--- src/rtl/riscv_io_bridge_mmio.sv ---
// MMIO bridge between the core data port and board peripherals: a 256-byte I/O window
// holding switches, LEDs, a cycle counter and a compare timer. All other addresses pass to the data cache.

`ifndef CACHE_D_WRITE_LEN
`define CACHE_D_WRITE_LEN 2
`define CACHE_D_WRITE_SB 2'd0
`define CACHE_D_WRITE_SH 2'd1
`define CACHE_D_WRITE_SW 2'd2
`endif

module riscv_io_bridge_mmio #(
  parameter logic [31:0] IO_BASE         = 32'hfffffc00,
  parameter int unsigned SW_WIDTH        = 24,
  parameter int unsigned LED_WIDTH       = 24,
  parameter int unsigned DEBOUNCE_CYCLES = 100000
) (
  input  logic                          clk,
  input  logic                          rst,
  input  logic                          cache_d_write_en,
  input  logic [`CACHE_D_WRITE_LEN-1:0] cache_d_write,
  input  logic [31:0]                   addr,
  input  logic [31:0]                   data_to_cache,
  input  logic [31:0]                   data_out_cache,
  input  logic [SW_WIDTH-1:0]           sw,
  output logic [31:0]                   data_out,
  output logic                          cache_d_write_en_o,
  output logic [LED_WIDTH-1:0]          led,
  output logic                          timer_irq
);

  localparam int unsigned     CNT_W    = $clog2(DEBOUNCE_CYCLES);
  localparam logic [CNT_W-1:0] DEB_MAX  = CNT_W'(DEBOUNCE_CYCLES - 1);
  localparam logic [CNT_W-1:0] DEB_LOAD = CNT_W'(DEBOUNCE_CYCLES - 2);

  localparam logic [5:0] IDX_SW    = 6'd0;
  localparam logic [5:0] IDX_LED   = 6'd1;
  localparam logic [5:0] IDX_CYCLE = 6'd2;
  localparam logic [5:0] IDX_CMP   = 6'd3;
  localparam logic [5:0] IDX_STAT  = 6'd4;

  logic                is_io;
  logic [5:0]          idx;
  logic [31:0]         cycle;
  logic [31:0]         cmp;
  logic                en;
  logic [SW_WIDTH-1:0] sw_reg;
  logic [SW_WIDTH-1:0] sync1;
  logic [SW_WIDTH-1:0] sync2;
  logic [SW_WIDTH-1:0] cand;
  logic [CNT_W-1:0]    deb_cnt;

  logic [31:0] rd_word;
  logic [31:0] merged;
  logic        wr_ok;
  logic        low_byte_wr;
  logic        wr;
  logic        stat_clr;
  logic        match_set;

  assign is_io = (addr & 32'hffffff00) == IO_BASE;
  assign idx   = addr[7:2];

  assign data_out           = is_io ? rd_word : data_out_cache;
  assign cache_d_write_en_o = cache_d_write_en & ~is_io;

  // Register read mux; also the base value for store merging
  always_comb begin
    rd_word = '0;
    case (idx)
      IDX_SW:    rd_word = 32'(sw_reg);
      IDX_LED:   rd_word = 32'(led);
      IDX_CYCLE: rd_word = cycle;
      IDX_CMP:   rd_word = cmp;
      IDX_STAT:  rd_word = {30'd0, en, timer_irq};
      default:   rd_word = '0;
    endcase
  end

  // Byte-lane merge of store data into the current register value
  always_comb begin
    merged      = rd_word;
    wr_ok       = 1'b1;
    low_byte_wr = 1'b0;
    case (cache_d_write)
      `CACHE_D_WRITE_SW: begin
        merged      = data_to_cache;
        low_byte_wr = 1'b1;
      end
      `CACHE_D_WRITE_SH: begin
        if (addr[1]) begin
          merged[31:16] = data_to_cache[15:0];
        end else begin
          merged[15:0] = data_to_cache[15:0];
          low_byte_wr  = 1'b1;
        end
      end
      `CACHE_D_WRITE_SB: begin
        case (addr[1:0])
          2'd0: begin
            merged[7:0] = data_to_cache[7:0];
            low_byte_wr = 1'b1;
          end
          2'd1:    merged[15:8]  = data_to_cache[7:0];
          2'd2:    merged[23:16] = data_to_cache[7:0];
          default: merged[31:24] = data_to_cache[7:0];
        endcase
      end
      default: wr_ok = 1'b0;
    endcase
  end

  assign wr        = cache_d_write_en & is_io & wr_ok;
  // W1C only counts when byte 0 of STAT is actually part of the store
  assign stat_clr  = wr & (idx == IDX_STAT) & low_byte_wr & merged[0];
  assign match_set = en & (cycle == cmp);

  // Register file, cycle counter and timer flag
  always_ff @(posedge clk) begin
    if (rst) begin
      cycle     <= '0;
      led       <= '0;
      cmp       <= '0;
      en        <= 1'b0;
      timer_irq <= 1'b0;
    end else begin
      cycle <= cycle + 32'd1;
      if (wr && idx == IDX_LED) led <= merged[LED_WIDTH-1:0];
      if (wr && idx == IDX_CMP) cmp <= merged;
      if (wr && idx == IDX_STAT) en <= merged[1];
      if (match_set) begin
        timer_irq <= 1'b1;
      end else if (stat_clr) begin
        timer_irq <= 1'b0;
      end
    end
  end

  // Switch synchroniser and debounce; SW loads on the edge that completes the stable window
  always_ff @(posedge clk) begin
    if (rst) begin
      sync1   <= '0;
      sync2   <= '0;
      cand    <= '0;
      deb_cnt <= '0;
      sw_reg  <= '0;
    end else begin
      sync1 <= sw;
      sync2 <= sync1;
      if (sync2 != cand) begin
        cand    <= sync2;
        deb_cnt <= '0;
      end else begin
        if (deb_cnt != DEB_MAX) deb_cnt <= deb_cnt + CNT_W'(1);
        if (deb_cnt == DEB_LOAD || deb_cnt == DEB_MAX) sw_reg <= cand;
      end
    end
  end

endmodule

--- config.mk ---
export PLATFORM = sky130hd
export DESIGN_NAME = riscv_io_bridge_mmio
export DESIGN_NICKNAME = d
export VERILOG_FILES = /design/src/rtl/riscv_io_bridge_mmio.sv
export SDC_FILE = /design/constraint.sdc
export NUM_CORES = 1
export LEC_CHECK = 0
export CAP_MARGIN = 20
export CELL_PAD_IN_SITES_DETAIL_PLACEMENT = 1
export CELL_PAD_IN_SITES_GLOBAL_PLACEMENT = 1
export CORE_MARGIN = 2
export CORE_UTILIZATION = 37
export CTS_BUF_LIST = sky130_fd_sc_hd__clkbuf_2 sky130_fd_sc_hd__clkbuf_4 sky130_fd_sc_hd__clkbuf_8
export CTS_CLUSTER_SIZE = 12
export DETAILED_ROUTE_END_ITERATION = 8
export MAX_ROUTING_LAYER = met4
export PLACE_DENSITY_LB_ADDON = 0.1
export SKIP_CTS_REPAIR_TIMING = 1
export SLEW_MARGIN = 20
export SYNTH_ARGS = -nofsm -noshare
export SYNTH_HDL_FRONTEND = slang
export SYNTH_SLANG_ARGS = --single-unit
--- constraint.sdc ---
create_clock -name clk -period 2.08 [get_ports clk]
set_input_delay 0.312 -clock clk [delete_from_list [all_inputs] [get_ports clk]]
set_output_delay 0.312 -clock clk [all_outputs]
set_load 0.005 [all_outputs]
==> flow_metrics.env <==
export IMPL_outcome="finished, violations left"
export IMPL_violations="setup timing"
export IMPL_fillCellCount=3110
export IMPL_clkTransAtPathRegs_ns=0.06
export IMPL_grt_max_degree=88
export IMPL_worst_hold_slack_ns=0.292
export IMPL_vias=10400
export IMPL_die_w_um=170
export IMPL_required_ns=1.77
export IMPL_pwr_share_clk_pct=44.1
export IMPL_wl_per_cell_um=21.8
export IMPL_clkLatencyLatePin_ns=0.54
export IMPL_grt_use_total_pct=27.0
export IMPL_final_antenna_net_count=0
export IMPL_max_clock_freq_mhz=455
export IMPL_syn_nets=1292
export IMPL_critical_path_arrival_ns=1.88
export IMPL_fin_ws_ns=-0.115
export IMPL_drt_initial_drc_count=462
export IMPL_cts_tree="yes"
export IMPL_clock_skew_ns=0.0313
export IMPL_ys_seq_elements=203
export IMPL_cts_root_buf="clkbuf_8"
export IMPL_tightest_slew_ns=0.602
export IMPL_antenna_found_initial=1
export IMPL_grt_pass1_vias=10400
export IMPL_portBuffers=182
export IMPL_synth_edf_count=0
export IMPL_htreeDepth=2
export IMPL_p_leak_nw=5.88
export IMPL_totalWireLength_um=41100
export IMPL_clk_path_buf_depth=3
export IMPL_initial_utilization_pct=37.9
export IMPL_drc=0
export IMPL_p_sw_mw=2.35
export IMPL_p_int_mw=6.82
export IMPL_layout_drive_gt1_share_pct=30.0
export IMPL_switching_share_pct=25.6
export IMPL_final_nets=1639
export IMPL_coreArea_sq_um=27000
export IMPL_end_kind="output port"
export IMPL_power_frac_seq_pct=43.4
export IMPL_rows=60
export IMPL_ys_flop_type="dfxtp_1"
export IMPL_timing_final_crit_share_pct=106
export IMPL_yosysWarnings=0
export IMPL_post_place_ws_ns=-0.679
export IMPL_hp_class="in -> reg"
export IMPL_yosysUniqueCellTypes=68
export IMPL_power_density_nw_per_um2=599
export IMPL_synth_seq_area_share_pct=39.7
export IMPL_layout_min_cycle_time_ns=2.20
export IMPL_crit_type="reg -> out"
export IMPL_ios=183
export IMPL_syn_area_sq_um=10200
export IMPL_maxCapViolCount=0
export IMPL_peakVddDrop_v=0.000776
export IMPL_place_inst=1774
export IMPL_gp_congestion=0.901
export IMPL_async_flop_share_pct=0
export IMPL_final_cells=1880
export IMPL_rsz0062_at_grt="true"
export IMPL_comb_power_share_pct=12.5
export IMPL_critPathMaxFanout=4
export IMPL_die_h_um=170
export IMPL_top_regs="cmp (32), cycle (32)"
export IMPL_avgSynthCellArea_sq_um=8.80
export IMPL_hold_violations=0
export IMPL_cts_made_buffers=37
export IMPL_critPathLaunchType="flip-flop"
export IMPL_setup_viol=33
export IMPL_place_hpwl_um=29400
export IMPL_via_per_inst=5.54
export IMPL_slew_headroom_pct=59.8
export IMPL_cts_sinks=203
export IMPL_grt_pass1_wl_um=58700
export IMPL_synthCells=1164
export IMPL_dieArea_sq_um=29000
export IMPL_overflow=0
export IMPL_first_pass_iters=7
export IMPL_drv_slew=0
export IMPL_syn_to_final_growth_pct=49.4
## power by group through the flow
stage / registers (mW) / clock network [mW] / logic, mW
global route: 3.98 / 4.33 / 1.22
detailed placement: 4.07 / 0 / 1.11
global placement: 4.06 / 0 / 1.09
finish: 3.98 / 4.04 / 1.15
CTS: 3.98 / 4.10 / 1.11
floorplan: 4.06 / 0 / 0.469
## cell usage in the layout, fill, tap and decap left out, types with 7 or more instances in the layout
master and instances:
a31o_2 7, o22a_1 8, nand4_1 59, nand3_1 40, nor3_1 14, mux2_2 7
nand2b_1 7, buf_2 13, xor2_1 22, clkdlybuf4s50_1 118, or3_1 9, mux4_2 22
nand2_2 13, a21oi_1 69, buf_12 15, o21ai_0 42, nand2_1 117, buf_4 174
inv_1 20, dlymetal6s2s_1 32, nor2_1 67, o22ai_1 15, mux2i_1 15, o32a_1 7
dfxtp_1 174, xnor2_1 66, dfxtp_2 26, nor2b_1 79, buf_6 17, clkbuf_2 14
o21ai_1 15, and3_1 8, clkbuf_8 48, a21oi_2 13, clkinv_2 10, o31ai_4 25
## per-stage QoR
stage | instance area [sq um] | utilization, % | power, mW | setup TNS, ns
5_1_grt | 15300 | 56.6 | 9.54 | -3.11
3_5_place_dp | 13500 | 50.1 | 5.17 | -40.32
6_report | 15300 | 56.6 | 9.17 | -1.14
2_1_floorplan | 10200 | - | 4.53 | 0
4_1_cts | 14300 | 53.1 | 9.20 | -20.28
3_3_place_gp | 13500 | 50.1 | 5.15 | -36.10
## layout make-up
cell class,instances,area (sq um),share of cell area [%]
flip-flops and latches,203,4110,26.8
clock buffers,53,698,4.56
repair buffers,390,3650,23.9
diodes,1,2.50,0.0164
inverters,21,78.8,0.515
well taps,341,427,2.79
multi-input cells,858,6230,40.7
clock inverters,13,105,0.687
## metal layers
metal	wire, um	vias up	share of wire [%]	track usage [%]
met5	0	-	0	-
met4	1270	0	3.1	8.92
met3	2150	72	5.2	4.53
met2	20400	317	50	45.0
met1	17300	5155	42	33.1
li1	-	4878	-	-
## critical path, stage by stage (launching register included)
cell and delay [ns]:
dfxtp_4 0.36, mux4_2 0.46, and2_4 0.16, mux2_2 0.25
clkbuf_2 0.11
## cell families (layout without fill, tap and decap cells)
family / Yosys count / after routing / synth area share [%]
and+or+nand+nor: 462 / 462 / 23.6
AOI/OAI and AO/OA: 253 / 255 / 16.6
DFF: 203 / 203 / 39.7
buffers and inverters: 105 / 477 / 4.57
xor gates and xnor gates: 89 / 89 / 7.61
muxes: 49 / 49 / 7.61
adders and majority gates: 3 / 3 / 0.367
other: 0 / 1 / 0
## final timing paths
check             depth (start not counted)             startpoint  slack (ns)                       to
setup reg to reg                          6  cand[22]$_SDFFE_PP0P_       -0.06  sw_reg[12]$_SDFFE_PP0P_
setup / recovery                          4   cycle[16]$_SDFF_PP0_       -0.12             data_out[16]
hold / removal                            3                    rst        0.29      led[3]$_SDFFE_PP0P_
hold reg to reg                           1   sync1[18]$_SDFF_PP0_        0.44     sync2[18]$_SDFF_PP0_
## cell usage after synthesis, types with 9 or more instances
cell | n | area share [%]
a21oi_1 | 82 | 4.0
buf_2 | 11 | 0.54
clkbuf_1 | 62 | 2.3
dfxtp_1 | 203 | 40
inv_1 | 20 | 0.73
mux2i_1 | 16 | 1.6
mux4_2 | 22 | 4.8
nand2_1 | 133 | 4.9
nand3_1 | 40 | 2.0
nand4_1 | 59 | 3.6
nor2_1 | 69 | 2.5
nor2b_1 | 79 | 4.8
nor3_1 | 17 | 0.83
o21ai_0 | 56 | 2.7
o22ai_1 | 16 | 0.98
o31ai_1 | 13 | 0.95
o31ai_2 | 20 | 2.4
or3_1 | 9 | 0.55
xnor2_1 | 67 | 5.7
xor2_1 | 22 | 1.9
Power figures use the tool's default switching activity.
==> patch 1: new RTL, config.mk and constraints unchanged <==
Set the parameter `SW_WIDTH` to 36 (it was 24).
--- a/src/rtl/riscv_io_bridge_mmio.sv
+++ b/src/rtl/riscv_io_bridge_mmio.sv
@@ -10,7 +10,7 @@
 
 module riscv_io_bridge_mmio #(
   parameter logic [31:0] IO_BASE         = 32'hfffffc00,
-  parameter int unsigned SW_WIDTH        = 24,
+  parameter int unsigned SW_WIDTH        = 36,
   parameter int unsigned LED_WIDTH       = 24,
   parameter int unsigned DEBOUNCE_CYCLES = 100000
 ) (
Ports: changed (resized sw); port bits go from 183 to 195. The function was not compared with the original's and may differ.
==> patch 1 against the unedited design <==
  * The run still ends with negative setup slack left
  * Die area up 12%
  * Area after synthesis up 12%
  * Worst setup slack worse by 0.095 ns
  * Cell area up 8.0%
  * Wire length up 1.2%
  * Global-route usage down 3.3 points
  * Total power up 15%
  * Clock skew down 0.011 ns
  * Sequential cell count up 44
  * Largest cell class unchanged
==> patch 1: results (changes against the unedited design) <==
run_status:
  run_status: "finished, violations left"  # unchanged
  violations: "negative setup slack"  # unchanged
layout:
  fill_cells: 3484  # was 3110
  final_nets: 1762  # was 1639
  num-multi-input-gates: 906  # was 858
  stdcell_count: 2043  # was 1880
  nNonClkBuffers: 403  # was 390
  reg.largest.list: "cand: 36 flops, sync1: 36 flops, sync2: 36 flops"  # was cmp: 32 flops, cycle: 32 flops
  inverters: 22  # was 21
  syn2layout_area_growth_pct: 44.08  # was 49.44%
  clkbuf_count: 58  # was 53
power:
  p_leak_nw: 6.560  # was 5.880 nW
worst_setup_path:
  startpoint: "addr[31]"  # was cycle[16]$_SDFF_PP0_
  crit_fanout: 8  # was 4
  regToRegStartpoint: "deb_cnt[14]$_SDFFE_PP0P_"  # was cand[22]$_SDFFE_PP0P_
  r2r_end: "sw_reg[14]$_SDFFE_PP0P_"  # was sw_reg[12]$_SDFFE_PP0P_
route:
  drtIter0Drc: 615  # was 462
  first_pass_iters: 5  # was 7
yosys:
  syn-num-nets: 1392  # was 1292
  ys_seq_area_share_pct: 43.12  # was 39.69%
  synth-compound-area-share_pct: 12.94  # was 16.57%
global_route:
  grt_pass1_vias: 10910  # was 10440
  grt_first_pass_wirelength_um: 59420  # was 58710 um
timing:
  finalClockSkew_ns: 0.01990  # was 0.03131 ns
  setup_viol: 61  # was 33
  setup_slack_ns: -0.2103  # was -0.1155 ns
placement:
  dpl-instance-area_um2: 14890  # was 13540 um^2
  dp_hpwl_um: 29460  # was 29410 um
clock_tree:
  cts_made_buffers: 42  # was 37
hold_path:
  min_to: "led[0]$_SDFFE_PP0P_"  # was led[3]$_SDFFE_PP0P_
==> patch 1: cell count changes after synthesis, moves of 13 or more <==
| cell | delta |
|---|---|
| a211oi_1 | +14 |
| nor4_1 | +22 |
| xor2_1 | +25 |
| nand3_1 | -15 |
| a21oi_1 | -41 |
| nand4_1 | -35 |
| nor2b_1 | +33 |
| o31ai_2 | -20 |
| dfxtp_1 | +44 |
| a22oi_1 | +13 |
| nand2_1 | +25 |
| mux2i_1 | +26 |
==> patch 1: power by group through the flow <==
stage / combinational, mW / clock [mW] / sequential, mW
global placement: 1.02 / 0 / 4.97
global route: 1.15 / 4.98 / 4.87
finish: 1.07 / 4.62 / 4.86
detailed placement: 1.04 / 0 / 4.97
floorplan: 0.442 / 0 / 4.96
CTS: 1.04 / 4.76 / 4.87
==> patch 1: layer usage <==
layer	wire, um	global-route usage [%]	up-vias
met5	0	-	-
met2	20520	40.41	228
met4	711	5.516	0
met1	18750	29.84	5283
li1	-	-	5154
met3	1571	2.910	56
==> patch 2: new RTL, same settings <==
Made on the original files. Reset style: asynchronous (`rst`), changed in 2 clocked blocks.
--- a/src/rtl/riscv_io_bridge_mmio.sv
+++ b/src/rtl/riscv_io_bridge_mmio.sv
@@ -115,7 +115,7 @@
   assign match_set = en & (cycle == cmp);
 
   // Register file, cycle counter and timer flag
-  always_ff @(posedge clk) begin
+  always_ff @(posedge clk or posedge rst) begin
     if (rst) begin
       cycle     <= '0;
       led       <= '0;
@@ -136,7 +136,7 @@
   end
 
   // Switch synchroniser and debounce; SW loads on the edge that completes the stable window
-  always_ff @(posedge clk) begin
+  always_ff @(posedge clk or posedge rst) begin
     if (rst) begin
       sync1   <= '0;
       sync2   <= '0;
Function: differs if rst is asserted again (counterexample within 4 cycles, from zero or initial values and one cycle with rst high); with rst held inactive, the same outputs for 4 cycles.
==> patch 2 against the unedited design <==
  * The flow still finishes with violations (negative setup slack)
  * Wire length down 16%
  * Sequential power is 2% higher
  * Cell area shrank 4.4%
  * Non-clock buffer count is 16 lower
  * Worst setup slack worse by 0.095 ns
  * Critical path depth is the same
  * First-iteration DRC count down 1.3%
  * Via count down 18%
  * Total power decreased by 1.8%
  * Sequential cell count unchanged
  * Area after synthesis down 2.6%
  * Fmax down 4.1%
  * Sequential share of layout area up 7.9 points
  * Largest power group is now registers
==> patch 2: results (changes against the unedited design) <==
timing:
  finalClockSkew_ns: 0.02552  # was 0.03131 ns
  slew_headroom_pct: 63.40  # was 59.80%
  setup_viol: 24  # was 33
  setup_slack_ns: -0.2104  # was -0.1155 ns
power:
  p_sw_share_pct: 23.96  # was 25.64%
  p_leak_nw: 6.812  # was 5.880 nW
  peakVddDrop_mv: 0.9075  # was 0.7759 mV
placement:
  port_buffers: 182  # unchanged
  dp_hpwl_um: 24870  # was 29410 um
  gp_congestion: 0.8666  # was 0.9006
  dpl-instance-area_um2: 13250  # was 13540 um^2
  pre_cts_ws_ns: -0.6226  # was -0.6787 ns
worst_setup_path:
  startpoint: "sw_reg[13]$_DFFE_PP0P_"  # was cycle[16]$_SDFF_PP0_
  cp_slowest_cell: "mux4_2"  # unchanged
  crit_fanout: 2  # was 4
  cp.arrival_ns: 1.98  # was 1.88 ns
  worstSetupEndpoint: "data_out[13]"  # was data_out[16]
  reg2reg_depth: 7  # was 6
  r2r_end: "sw_reg[8]$_DFFE_PP0P_"  # was sw_reg[12]$_SDFFE_PP0P_
  regToRegStartpoint: "cand[14]$_DFFE_PP0N_"  # was cand[22]$_SDFFE_PP0P_
  regToRegSetupSlack_ns: 0.12  # was -0.06 ns
  slowest_delay_ns: 0.48  # was 0.46 ns
global_route:
  grt_first_pass_wirelength_um: 50900  # was 58710 um
  grt_max_degree: 80  # was 88
  grt_use_total_pct: 24.11  # was 26.95%
  grt_pass1_vias: 8828  # was 10440
  antenna_found_initial: 0  # was 1
layout:
  antennaDiodeCount: 0  # was 1
  reg.largest.list: "cmp: 32 flops, cycle: 32 flops"  # unchanged
  final_nets: 1392  # was 1639
  layout-drive-gt1-share_pct: 33.59  # was 29.97%
yosys:
  postSynth.asyncResetShare_pct: 100.0  # was 0%
  ys_seq_area_share_pct: 50.93  # was 39.69%
  yosysUniqueCellTypes: 53  # was 68
  synth_common_cells: "dfrtp_1, nand2_1, xnor2_1, o21ai_0, mux2_2"  # was dfxtp_1, nand2_1, a21oi_1, nor2b_1, nor2_1
  syn-num-nets: 1051  # was 1292
  synth_area_leaders: "dfrtp_1, mux2_2, xnor2_1, mux4_2, nand2_1"  # was dfxtp_1, xnor2_1, nand2_1, mux4_2, nor2b_1
  synth_warnings: 0  # unchanged
route:
  routed_wl_um: 34520  # was 41060 um
  viasPerCell: 5.275  # was 5.544
  drtIter0Drc: 456  # was 462
  first_pass_iters: 5  # was 7
run_status:
  run_status: "finished, violations left"  # unchanged
  violations: "negative setup slack"  # unchanged
clock_tree:
  h-tree-depth: 2  # unchanged
  ctsRootBufferMaster: "clkbuf_8"  # unchanged
  clkSlewWorstSetupHoldPaths_ns: 0.06  # about the same
  cts_made_buffers: 37  # unchanged
  clock_path_buffers: 3  # unchanged
  clock_latency_ns: 0.52  # was 0.54 ns
hold_path:
  min_path_type: "input pin to flip-flop"  # unchanged
==> patch 2: metrics by stage <==
step,setup TNS (ns),hold WS (ns),power (mW),cells
after CTS,-19.13,0.1906,9.133,1591
after global routing,-4.755,0.2007,9.377,1630
after floorplan,-175.05,0.3312,4.482,923
after detailed placement,-39.71,0.3363,5.046,1527
after global placement,-38.54,0.3317,5.030,1527
final,-2.998,0.2265,9.001,1630
==> patch 2: area by class of cell <==
cell class | count | area [um^2]
flip-flops and latches | 203 | 5081
multi-input cells | 633 | 4777
repair buffers | 374 | 3476
clock buffers | 55 | 719.4
well taps | 341 | 426.7
fillers | 2866 | 12110
inverters | 15 | 60.06
clock inverters | 9 | 80.08
==> patch 2: layer usage <==
metal	routed length [um]	vias up	global-route usage, %
li1	-	3936	-
met1	15620	4332	32.91
met2	16180	284	37.91
met3	1969	46	3.691
met4	749	0	6.334
met5	0	-	-
==> patch 2: worst min path at each step <==
stage / startpoint / end / cells past startpoint
finish: sw[10] / sync1[10]$_DFF_PP0_ / 1
CTS: sw[10] / sync1[10]$_DFF_PP0_ / 1
global route: sw[9] / sync1[9]$_DFF_PP0_ / 1
floorplan: sync1[0]$_DFF_PP0_ / sync2[0]$_DFF_PP0_ / 0
global placement: sync1[17]$_DFF_PP0_ / sync2[17]$_DFF_PP0_ / 0
detailed placement: sync1[0]$_DFF_PP0_ / sync2[0]$_DFF_PP0_ / 0
==> patch 2: logic make-up (layout without fill, tap and decap cells) <==
family / count (synthesis) / count (layout) / share of synthesized area [%]
simple gates: 288 / 288 / 14.79
flops: 203 / 203 / 50.93
compound gates: 151 / 151 / 8.907
xor+xnor: 99 / 99 / 8.694
mux: 92 / 92 / 12.77
buf+inv: 87 / 453 / 3.525
fa+ha+maj: 3 / 3 / 0.3764
==> patch 2: critical path, delay by kind of cell, from the launching register on <==
family / cells / cell delay [ns]
buffers and inverters: 1 / 0.11
and+or+nand+nor: 1 / 0.16
DFF: 1 / 0.44
muxes: 2 / 0.74
==> patch 2: power groups by stage <==
stage               Combinational, mW  Clock (mW)  Sequential (mW)
finish                          0.915        4.02             4.06
global route                    0.980        4.33             4.07
CTS                             0.918        4.15             4.06
detailed placement              0.912           0             4.13
global placement                0.901           0             4.13
floorplan                       0.358           0             4.12
